### config.mk
export PLATFORM = sky130hd
export DESIGN_NAME = vram_reader
export DESIGN_NICKNAME = d
export VERILOG_FILES = /design/src/rtl/vram_reader.sv
export SDC_FILE = /design/constraint.sdc
export NUM_CORES = 1
export LEC_CHECK = 0
export BUFFER_PORTS_ARGS = -buffer_cell sky130_fd_sc_hd__buf_2
export CAP_MARGIN = 20
export CORE_UTILIZATION = 35
export DETAILED_ROUTE_END_ITERATION = 16
export PLACE_DENSITY = 0.69
export SYNTH_ARGS = -nofsm -noshare
export SYNTH_HDL_FRONTEND = slang
export SYNTH_SLANG_ARGS = --single-unit
export TNS_END_PERCENT = 30
### constraint.sdc
create_clock -name ACLK -period 1.8 [get_ports ACLK]
set_input_delay 0 -clock ACLK [delete_from_list [all_inputs] [get_ports ACLK]]
set_output_delay 0 -clock ACLK [all_outputs]
set_load 0.005 [all_outputs]
### src/rtl/vram_reader.sv
// AXI4 read master: streams one display frame per accepted VSTART from VRAM
// into the pixel FIFO using fixed-length INCR bursts, one burst in flight.
module vram_reader #(
  parameter int C_M_AXI_THREAD_ID_WIDTH = 1,
  parameter int C_M_AXI_ADDR_WIDTH      = 32,
  parameter int C_M_AXI_DATA_WIDTH      = 64,
  parameter int C_M_AXI_ARUSER_WIDTH    = 1,
  parameter int C_BURST_LEN             = 16,
  parameter int C_FRAME_BEATS           = 153600
) (
  input  logic                               ACLK,
  input  logic                               ARST,
  input  logic                               DISPON,
  input  logic                               VSTART,
  input  logic [31:0]                        BASEADDR,
  output logic [C_M_AXI_THREAD_ID_WIDTH-1:0] M_AXI_ARID,
  output logic [C_M_AXI_ADDR_WIDTH-1:0]      M_AXI_ARADDR,
  output logic [7:0]                         M_AXI_ARLEN,
  output logic [2:0]                         M_AXI_ARSIZE,
  output logic [1:0]                         M_AXI_ARBURST,
  output logic [1:0]                         M_AXI_ARLOCK,
  output logic [3:0]                         M_AXI_ARCACHE,
  output logic [2:0]                         M_AXI_ARPROT,
  output logic [3:0]                         M_AXI_ARQOS,
  output logic [C_M_AXI_ARUSER_WIDTH-1:0]    M_AXI_ARUSER,
  output logic                               M_AXI_ARVALID,
  input  logic                               M_AXI_ARREADY,
  input  logic [C_M_AXI_THREAD_ID_WIDTH-1:0] M_AXI_RID,
  input  logic [C_M_AXI_DATA_WIDTH-1:0]      M_AXI_RDATA,
  input  logic [1:0]                         M_AXI_RRESP,
  input  logic                               M_AXI_RLAST,
  input  logic                               M_AXI_RVALID,
  output logic                               M_AXI_RREADY,
  output logic                               FIFO_WR,
  output logic [C_M_AXI_DATA_WIDTH-1:0]      FIFO_WDATA,
  input  logic                               FIFO_AFULL,
  output logic                               RD_BUSY,
  output logic                               RD_ERR
);

  localparam int BEAT_W = $clog2(C_FRAME_BEATS + 1);
  localparam int BCNT_W = 9;
  localparam logic [28:0] ADDR_INC = 29'(C_BURST_LEN * 8);

  typedef enum logic [1:0] {S_IDLE, S_WAIT, S_ADDR, S_DATA} state_t;

  state_t              state_q, state_d;
  logic [28:0]         addr_q, addr_d;
  logic [BEAT_W-1:0]   beat_cnt_q, beat_cnt_d;
  logic [BCNT_W-1:0]   burst_cnt_q, burst_cnt_d;
  logic                rd_busy_q, rd_busy_d;
  logic                rd_err_q, rd_err_d;
  logic                abort_q, abort_d;

  logic beat, burst_last, frame_last, overrun;
  logic unused_ok;

  assign unused_ok = ^{M_AXI_RID, BASEADDR[31:29]};

  assign M_AXI_ARID    = '0;
  assign M_AXI_ARADDR  = {3'b001, addr_q};
  assign M_AXI_ARLEN   = 8'(C_BURST_LEN - 1);
  assign M_AXI_ARSIZE  = 3'b011;
  assign M_AXI_ARBURST = 2'b01;
  assign M_AXI_ARLOCK  = 2'b00;
  assign M_AXI_ARCACHE = 4'b0011;
  assign M_AXI_ARPROT  = 3'b000;
  assign M_AXI_ARQOS   = 4'b0000;
  assign M_AXI_ARUSER  = '0;
  assign M_AXI_ARVALID = (state_q == S_ADDR);
  assign M_AXI_RREADY  = (state_q == S_DATA);
  assign FIFO_WR       = M_AXI_RVALID && M_AXI_RREADY;
  assign FIFO_WDATA    = M_AXI_RDATA;
  assign RD_BUSY       = rd_busy_q;
  assign RD_ERR        = rd_err_q;

  assign beat       = FIFO_WR;
  assign burst_last = (burst_cnt_q == BCNT_W'(C_BURST_LEN - 1));
  assign frame_last = (beat_cnt_q == BEAT_W'(C_FRAME_BEATS - 1));
  assign overrun    = VSTART && rd_busy_q;

  always_comb begin
    state_d     = state_q;
    addr_d      = addr_q;
    beat_cnt_d  = beat_cnt_q;
    burst_cnt_d = burst_cnt_q;
    rd_busy_d   = rd_busy_q;
    rd_err_d    = rd_err_q;
    abort_d     = abort_q;

    // A VSTART during a frame is never accepted; it only flags and aborts.
    if (overrun) begin
      rd_err_d = 1'b1;
      abort_d  = 1'b1;
    end

    case (state_q)
      S_IDLE: begin
        if (VSTART && DISPON) begin
          addr_d     = BASEADDR[28:0];
          beat_cnt_d = '0;
          rd_busy_d  = 1'b1;
          abort_d    = 1'b0;
          state_d    = S_WAIT;
        end
      end
      S_WAIT: begin
        // No burst is in flight here, so an abort can take effect at once.
        if (!DISPON || abort_q || overrun) begin
          rd_busy_d = 1'b0;
          abort_d   = 1'b0;
          state_d   = S_IDLE;
        end else if (!FIFO_AFULL) begin
          state_d = S_ADDR;
        end
      end
      S_ADDR: begin
        if (M_AXI_ARREADY) begin
          burst_cnt_d = '0;
          state_d     = S_DATA;
        end
      end
      S_DATA: begin
        if (beat) begin
          burst_cnt_d = burst_cnt_q + 1'b1;
          beat_cnt_d  = beat_cnt_q + 1'b1;
          if (M_AXI_RRESP != 2'b00 || M_AXI_RLAST != burst_last) begin
            rd_err_d = 1'b1;
          end
          // The local beat count, not RLAST, decides where a burst ends.
          if (burst_last) begin
            addr_d = addr_q + ADDR_INC;
            if (frame_last || abort_q || overrun) begin
              rd_busy_d = 1'b0;
              abort_d   = 1'b0;
              state_d   = S_IDLE;
            end else begin
              state_d = S_WAIT;
            end
          end
        end
      end
      default: state_d = S_IDLE;
    endcase
  end

  always_ff @(posedge ACLK) begin
    if (ARST) begin
      state_q     <= S_IDLE;
      addr_q      <= '0;
      beat_cnt_q  <= '0;
      burst_cnt_q <= '0;
      rd_busy_q   <= 1'b0;
      rd_err_q    <= 1'b0;
      abort_q     <= 1'b0;
    end else begin
      state_q     <= state_d;
      addr_q      <= addr_d;
      beat_cnt_q  <= beat_cnt_d;
      burst_cnt_q <= burst_cnt_d;
      rd_busy_q   <= rd_busy_d;
      rd_err_q    <= rd_err_d;
      abort_q     <= abort_d;
    end
  end

endmodule
## Word level (Yosys, flattened, before mapping)

Index checks and enable logic that the tools add are counted.

| word-level totals | value |
|---|---|
| bits in registers | 61 |
| output and inout port bits | 129 |

| cells by class | value |
|---|---|
| add/sub/neg operators | 3 |
| equality and inequality tests | 13 |
| mux-type cells | 35 |
| reductions and logical operators | 19 |

Operators by type and width:

| cell | count |
|---|---|
| 2-to-1 mux 29 bit | 3 |
| case mux 29 bit (2 select lines) | 1 |
| 2-to-1 mux 18 bit | 2 |
| case mux 18 bit (2 select lines) | 1 |
| adder 29 x 8 -> 29 bit, second input constant | 1 |
| adder 18 x 1 -> 18 bit, second input constant | 1 |
| == test 18 bit, second input constant | 1 |
| 2-to-1 mux 9 bit | 2 |
| case mux 9 bit (2 select lines) | 1 |
| 2-to-1 mux 1 bit | 16 |
| 2-to-1 mux 2 bit | 6 |
| adder 9 x 1 -> 9 bit, second input constant | 1 |
| == test 9 x 4 -> 1 bit, second input constant | 1 |
| != test 2 x 1 -> 1 bit, second input constant | 4 |
| case mux 2 bit (4 select lines) | 1 |
| case mux 1 bit (3 select lines) | 2 |
| AND reduction 3 bit | 2 |
| AND reduction 6 bit | 1 |
| nonzero test 2 bit | 3 |
| logical OR 1 bit | 5 |
| AND reduction 5 bit | 1 |
| == test 2 bit, second input constant | 2 |
| != test 2 bit, second input constant | 2 |
| AND reduction 4 bit | 1 |
| 7 further kinds | 9 |

## Longest topological paths before layout

Gate-level depths: netlist of run 1.

| logic depth | value |
|---|---|
| depth in word-level cells | 7 |
| mapped depth | 8 |
| gate-level depth less buffers | 6 |

## Least setup slack after synthesis of run 1

Ideal clock, no wire load.

| timing path | value |
|---|---|
| kind | reg2reg |
| from | register addr_q[7] |
| to | register addr_q[21] |
| library setup time | 0.070 ns |
| data arrival time | 1.901 ns |
| required time | 1.730 ns |
| setup slack | -0.171 ns |
| cell stages (with the launch flop) | 7 |
| cell sequence | dfxtp_1 -> ha_1 -> nand3_2 -> or4_4 -> nor3_1 -> mux2_2 -> a21oi_1 |

| between the ends | value |
|---|---|
| longest elaborated chain between the ends | 4 |

Ends and longest elaborated chain:

| what | RTL line | text |
|---|---|---|
| from (decl) | 48 | `logic [28:0] addr_q, addr_d;` |
| from (signal assigned) | 158 | `addr_q <= addr_d;` |
| adder 29 x 8 -> 29 bit | 132 | `addr_d = addr_q + ADDR_INC;` |
| 2-to-1 mux 29 bit | 131 | `if (burst_last) begin` |
| 2-to-1 mux 29 bit | 124 | `if (beat) begin` |
| case mux 29 bit (2 select lines) | 97 | `case (state_q)` |

No other way between the ends. The select of a mux whose other input is x is not followed.
A chain may end at the register's enable or synchronous reset.

## Worst setup path after layout of run 1

| timing path | value |
|---|---|
| from | register addr_q[18] |
| to | register addr_q[23] |

Same word-level chain as after synthesis.

==> impl_metrics.tcl, run 1 <==
set metrics [dict create \
    outcome "complete, no violations" \
    grt_max_degree 43 \
    finalSetupViolCount 0 \
    synth_top_area_share_pct 30.85 \
    postSynthCellCount 519 \
    min_from "M_AXI_RDATA[22]" \
    grt.total_usage_pct 18.20 \
    critPathKind "register to register" \
    drt-pass1-iter-count 4 \
    cts_tree "yes" \
    yosysWarnings 0 \
    end_kind "register" \
    drt_iter0_drc 206 \
    skew_ns 0.007051 \
    drcViolationCount 0 \
    grt_pass1_vias 3410 \
    cts_root_buf "clkbuf_16" \
    relSlewSlack_pct 57.58 \
    synth-seq-cells 61 \
    synthFlopType "dfxtp_1" \
    grt_remaining_overflow 0 \
    cts_buffer_depth 2 \
    max_stage_delay_ns 0.58 \
    drive_gt1_share_pct 29.09 \
    p_per_area_mw_per_mm2 761.0 \
    cts_made_buffers 9 \
    cp.buffers_inverters 1 \
    max_cap_violations 0 \
    clkTransAtPathRegs_ns 0.06 \
    routabilityCongestion 0.8402 \
    yosysMostFrequentCell "buf_4" \
    final_net_count 679 \
    ff2ff_path_depth 6 \
    ant_nets 0 \
    required_ns 2.04 \
    dieArea_sq_mm 0.01174 \
    wl_per_cell_microns 14.84 \
    drv_slew 0 \
    areaGrowthSynthToFinish_pct 17.04 \
    hold_viol_final 0 \
    clock_latency_ns 0.33 \
    hold_path_end "FIFO_WDATA[22]" \
    netlist_area_sq_mm 0.003959 \
    rsz0062_at_grt "yes" \
    n_antenna_cell 0 \
    clock.fmax_mhz 576.0 \
    final_cells 714 \
    die_y_microns 108.4 \
    yosys-top-cells-count "96 x buf_4, 61 x dfxtp_1, 60 x nand2_1" \
    nFillCells 1104 \
    postRouteWirelength_microns 10600 \
    fp.coreArea_sq_mm 0.01094 \
    grt_pass1_wl_microns 16500 \
    cts.htree.levels 3 \
    dp_hpwl_microns 7823 \
    io_pins 236 \
    min_period_ns 1.736 \
    drt-vias-per-instance 5.083 \
    crit_chain "nand4_1, or4_4, buf_4, nor4_2, a21oi_1, o31ai_1" \
    synth_cell_types 57 \
    start_kind "register" \
    p_leak_uw 0.001935 \
    dpl.cell_count 681 \
    synth_area_leaders "dfxtp_1 31%, buf_4 18%, nand2_1 5.7%" \
    port_buffers 72 \
    hold_depth 0 \
    tightest_slew_ns 0.6363 \
    synth_top_cell_by_area "dfxtp_1" \
    clock_sinks 61 \
    synth-async-reset-ratio_pct 0 \
    initial_core_util_pct 36.20 \
    timing.rr.start "addr_q[18]" \
    critPathMaxFanout 3 \
    syn_avg_cell_area_sq_um 7.628 \
    hp-class "input pin to primary output" \
    synth_edf_count 0 \
    reg2reg_to "addr_q[23]" \
    r2r_slack_ns 0.06 \
    arrival_ns 1.98 \
    peakVddDrop_v 0.0003556 \
    critical_path.top_delay_family "simple AND/OR/NAND/NOR gates" \
    slowest_stage "or4_4" \
    row_count 38 \
    vias 3629 \
    period_share_pct 96.45 \
    p_total_uw 3526 \
    synth-seq-area-share_pct 30.85 \
    antenna_found_initial 0 \
    dieWidth_microns 108.4 \
]
[logic make-up after synthesis]
logic type      synth area share [%]
fa+ha+maj                     0.9483
compound gates                 16.53
buf+inv                        21.62
mux                           0.5689
flops                          30.85
simple gates                   24.87
other cells                   0.1897
xor+xnor                       4.425
[placed cells by master (no fill, tap or decap), types with 6 or more instances in the layout]
| cell type | count |
|---|---|
| dlygate4sd3_1 | 13 |
| o31ai_1 | 7 |
| nor4_1 | 6 |
| nand3_1 | 14 |
| nand2_1 | 60 |
| dfxtp_2 | 7 |
| clkbuf_16 | 9 |
| dfxtp_1 | 52 |
| xor2_1 | 7 |
| xnor2_1 | 13 |
| a21o_1 | 6 |
| o21ai_0 | 19 |
| a31oi_1 | 9 |
| conb_1 | 31 |
| and3_1 | 10 |
| nor2_1 | 54 |
| or3_1 | 6 |
| inv_1 | 9 |
| nand4_1 | 12 |
| nor3_1 | 7 |
| buf_4 | 43 |
| buf_2 | 72 |
| a21oi_1 | 37 |
[sequential cells by signal, indices dropped and copies added, names as in the netlist, named ones only]
| name | cells |
|---|---|
| RD_ERR | 1 |
| addr_q | 29 |
| RD_BUSY | 1 |
| beat_cnt_q | 18 |
| burst_cnt_q | 9 |
| state_q | 1 |
| abort_q | 1 |
[per-stage QoR]
step	cell area, sq um	util (%)	setup TNS, ns	hold slack (ns)	worst slack [ns]
2_1_floorplan	4100	-	0	0.08082	0.005433
3_3_place_gp	4138	37.84	-0.01148	0.00003458	-0.01148
3_5_place_dp	4138	37.84	-0.01515	0.00003458	-0.01515
4_1_cts	4596	42.03	0	0.00003458	0.01331
5_1_grt	4633	42.37	-0.07662	0.000007984	-0.04067
6_report	4633	42.37	0	0.000002268	0.06398
[routing by layer]
layer | GRT usage (%) | part of all wire [%]
met4 | 7.722 | 1.8
met1 | 20.27 | 41
met3 | 5.546 | 7.3
met5 | 0 | 0
met2 | 31.98 | 50
[repair_timing]
action / CTS / global route
pin swaps: 1 / 3
setup endpoints to repair: 3 / 15
hold endpoints to repair: 12 / 0
resized for setup: 4 / 11
gates cloned: 0 / 0
buffers inserted: 2 / 2
hold buffers: 13 / 0
[worst max-delay path by stage]
stage,cells past startpoint,endpoint,slack (ns),startpoint
detailed placement,7,addr_q[23],-0.02,addr_q[8]
global placement,7,addr_q[23],-0.01,addr_q[8]
global route,6,addr_q[23],-0.04,addr_q[18]
CTS,6,addr_q[28],0.01,burst_cnt_q[0]
finish,6,addr_q[23],0.06,addr_q[18]
floorplan,6,addr_q[21],0.005,addr_q[8]
[layout make-up]
cell class,count,area (sq um),share of cell area (%)
well taps,140,175.2,3.781
clock inverters,6,62.56,1.350
flip-flops and latches,61,1237,26.71
clock buffers,10,239.0,5.158
repair buffers,130,844.6,18.23
multi-input cells,357,2037,43.96
inverters,10,37.54,0.8102
[power by group]
part           total, uW  internal, uW  switching [uW]
sequential          1430          1390            38.6
combinational        372           174             198
clock               1720          1100             621
total               3530          2670             857
No activity file was read; power rests on OpenSTA's default activity.
==> run 2, diff against run 1 <==
--- a/config.mk
+++ b/config.mk
@@ -7,9 +7,9 @@
 export LEC_CHECK = 0
 export BUFFER_PORTS_ARGS = -buffer_cell sky130_fd_sc_hd__buf_2
 export CAP_MARGIN = 20
-export CORE_UTILIZATION = 35
+export CORE_UTILIZATION = 40
 export DETAILED_ROUTE_END_ITERATION = 16
-export PLACE_DENSITY = 0.69
+export PLACE_DENSITY = 0.78
 export SYNTH_ARGS = -nofsm -noshare
 export SYNTH_HDL_FRONTEND = slang
 export SYNTH_SLANG_ARGS = --single-unit
==> impl_metrics.tcl, run 2 (synthesized netlist as in run 1, its figures left out) <==
set metrics [dict create \
    postRouteWirelength_microns 10430 \
    die_y_microns 101.5 \
    dieArea_sq_mm 0.01030 \
    outcome "complete, no violations" \
    areaGrowthSynthToFinish_pct 14.66 \
    clock_latency_ns 0.34 \
    clock.fmax_mhz 566.6 \
    cts_made_buffers 9 \
    drcViolationCount 0 \
    vias 3696 \
    regMostFlops "addr_q" \
    reg2reg_to "addr_q[28]" \
    skew_ns 0.01546 \
    largest_register_ffs 29 \
    clkTransAtPathRegs_ns 0.07 \
    critPathKind "register to register" \
    grt_pass1_vias 3495 \
    dieWidth_microns 101.5 \
    post-route-util_pct 48.21 \
    dp_hpwl_microns 7610 \
    drt-pass1-iter-count 4 \
    ff2ff_path_depth 6 \
    n_antenna_cell 0 \
    cts.htree.levels 3 \
    arrival_ns 2.03 \
    fin_ws_ns 0.03515 \
    critPathMaxFanout 4 \
    hold_viol_final 0 \
    wl_per_cell_microns 14.81 \
    initial_core_util_pct 42.05 \
    port_buffers 72 \
    grt.total_usage_pct 20.13 \
    cts_tree "yes" \
    p_int_uw 2250 \
    switching_share_pct 25.82 \
    cts_buffer_depth 2 \
    p_seq_share_pct 47.2 \
    final_cell_mix "73 x buf_2, 60 x nand2_1, 53 x dfxtp_1" \
    final_common_cell "buf_2" \
    row_count 35 \
    start_kind "register" \
    rsz0062_at_grt "yes" \
    period_share_pct 98.05 \
    final_net_count 680 \
    hp-class "input pin to primary output" \
    drt-vias-per-instance 5.250 \
    min_from "M_AXI_RDATA[12]" \
    clock_sinks 61 \
    required_ns 2.07 \
    grt_pass1_wl_microns 16240 \
    fin_hold_ws_ns 0.000001430 \
    p_comb_share_pct 12.8 \
    dpl_worst_slack_ns -0.02565 \
    reg_top3 "addr_q: 29 flops, beat_cnt_q: 18 flops, burst_cnt_q: 9 flops" \
    switchingPower_uw 783.3 \
    timing.rr.start "burst_cnt_q[1]" \
    peakVddDrop_v 0.0004693 \
    ant_nets 0 \
    r2r_slack_ns 0.04 \
    pwr-share-clk_pct 39.9 \
    grt_remaining_overflow 0 \
    min_period_ns 1.765 \
    fp.coreArea_sq_mm 0.009415 \
    grt_max_degree 43 \
    finalSetupViolCount 0 \
    drv_slew 0 \
    cts_root_buf "clkbuf_8" \
    p_per_area_mw_per_mm2 668.3 \
    antenna_found_initial 0 \
    p_leak_uw 0.001923 \
    hold_depth 0 \
    end_kind "register" \
    max_cap_violations 0 \
    routabilityCongestion 0.8953 \
    drt_iter0_drc 188 \
    drive_gt1_share_pct 28.35 \
    io_pins 236 \
    hold_path_end "FIFO_WDATA[12]" \
    nFillCells 921 \
]
[run 2: cell types whose count changed in the layout (fill, tap and decap cells not counted), moves of 2 or more]
cell,change
clkbuf_16,-9
clkbuf_8,+9
buf_4,-4
dlygate4sd3_1,+3
clkbuf_1,+2
clkinvlp_4,-2
nor2_1,-2
nor2_2,+2
[run 2: routing by layer]
layer / global-route usage, % / share of wire (%)
met1: 23.20 / 42
met2: 34.07 / 48
met3: 6.487 / 7.5
met4: 9.030 / 2.0
met5: 0 / 0
[run 2: how the worst max path moves through the flow]
stage          cells after the start          to            from
5_1_grt                            5  addr_q[28]  burst_cnt_q[5]
4_1_cts                            8  addr_q[24]        register
3_3_place_gp                       6  addr_q[21]       addr_q[8]
3_5_place_dp                       6  addr_q[28]  burst_cnt_q[1]
2_1_floorplan                      6  addr_q[21]       addr_q[8]
6_report                           6  addr_q[28]  burst_cnt_q[1]
[run 2: cell type report]
type,count,area (sq um),share of cell area (%)
well taps,129,161.4,3.556
inverters,10,37.54,0.8269
flip-flops and latches,61,1236,27.23
clock buffers,12,145.1,3.197
clock inverters,4,47.55,1.047
multi-input cells,357,2042,44.98
repair buffers,131,869.6,19.16
[run 2: what timing repair did]
item                                    CTS  global route
hold buffers                             16             0
gates cloned                              0             1
pin swaps                                 1             2
buffers inserted                          1             1
endpoints found under the hold margin    15             0
resized for setup                         2            14
endpoints found under the setup margin    2            27
[run 2: power by group through the flow]
stage / Combinational, uW / Sequential, uW / Clock [uW]
after floorplan: 336 / 1460 / 0
after global placement: 340 / 1460 / 0
after detailed placement: 349 / 1460 / 0
after CTS: 378 / 1430 / 1230
after global routing: 430 / 1440 / 1300
final: 390 / 1430 / 1210
[run 2: worst max-delay path, cell delays in order, from the launching register on]
cell and delay (ns):
dfxtp_2 0.33, ha_1 0.15, and4b_2 0.26, nand2_2 0.07, or4_1 0.48, or3_1 0.32, o211ai_1 0.08
[run 2: stage by stage]
| stage | instance area (sq um) | cells | TNS, ns | total power [uW] |
|---|---|---|---|---|
| floorplan | 4100 | 548 | 0 | 1798 |
| global placement | 4129 | 669 | 0 | 1798 |
| detailed placement | 4129 | 669 | -0.03417 | 1811 |
| CTS | 4492 | 702 | 0 | 3039 |
| global route | 4539 | 704 | -0.2360 | 3163 |
| finish | 4539 | 704 | 0 | 3034 |
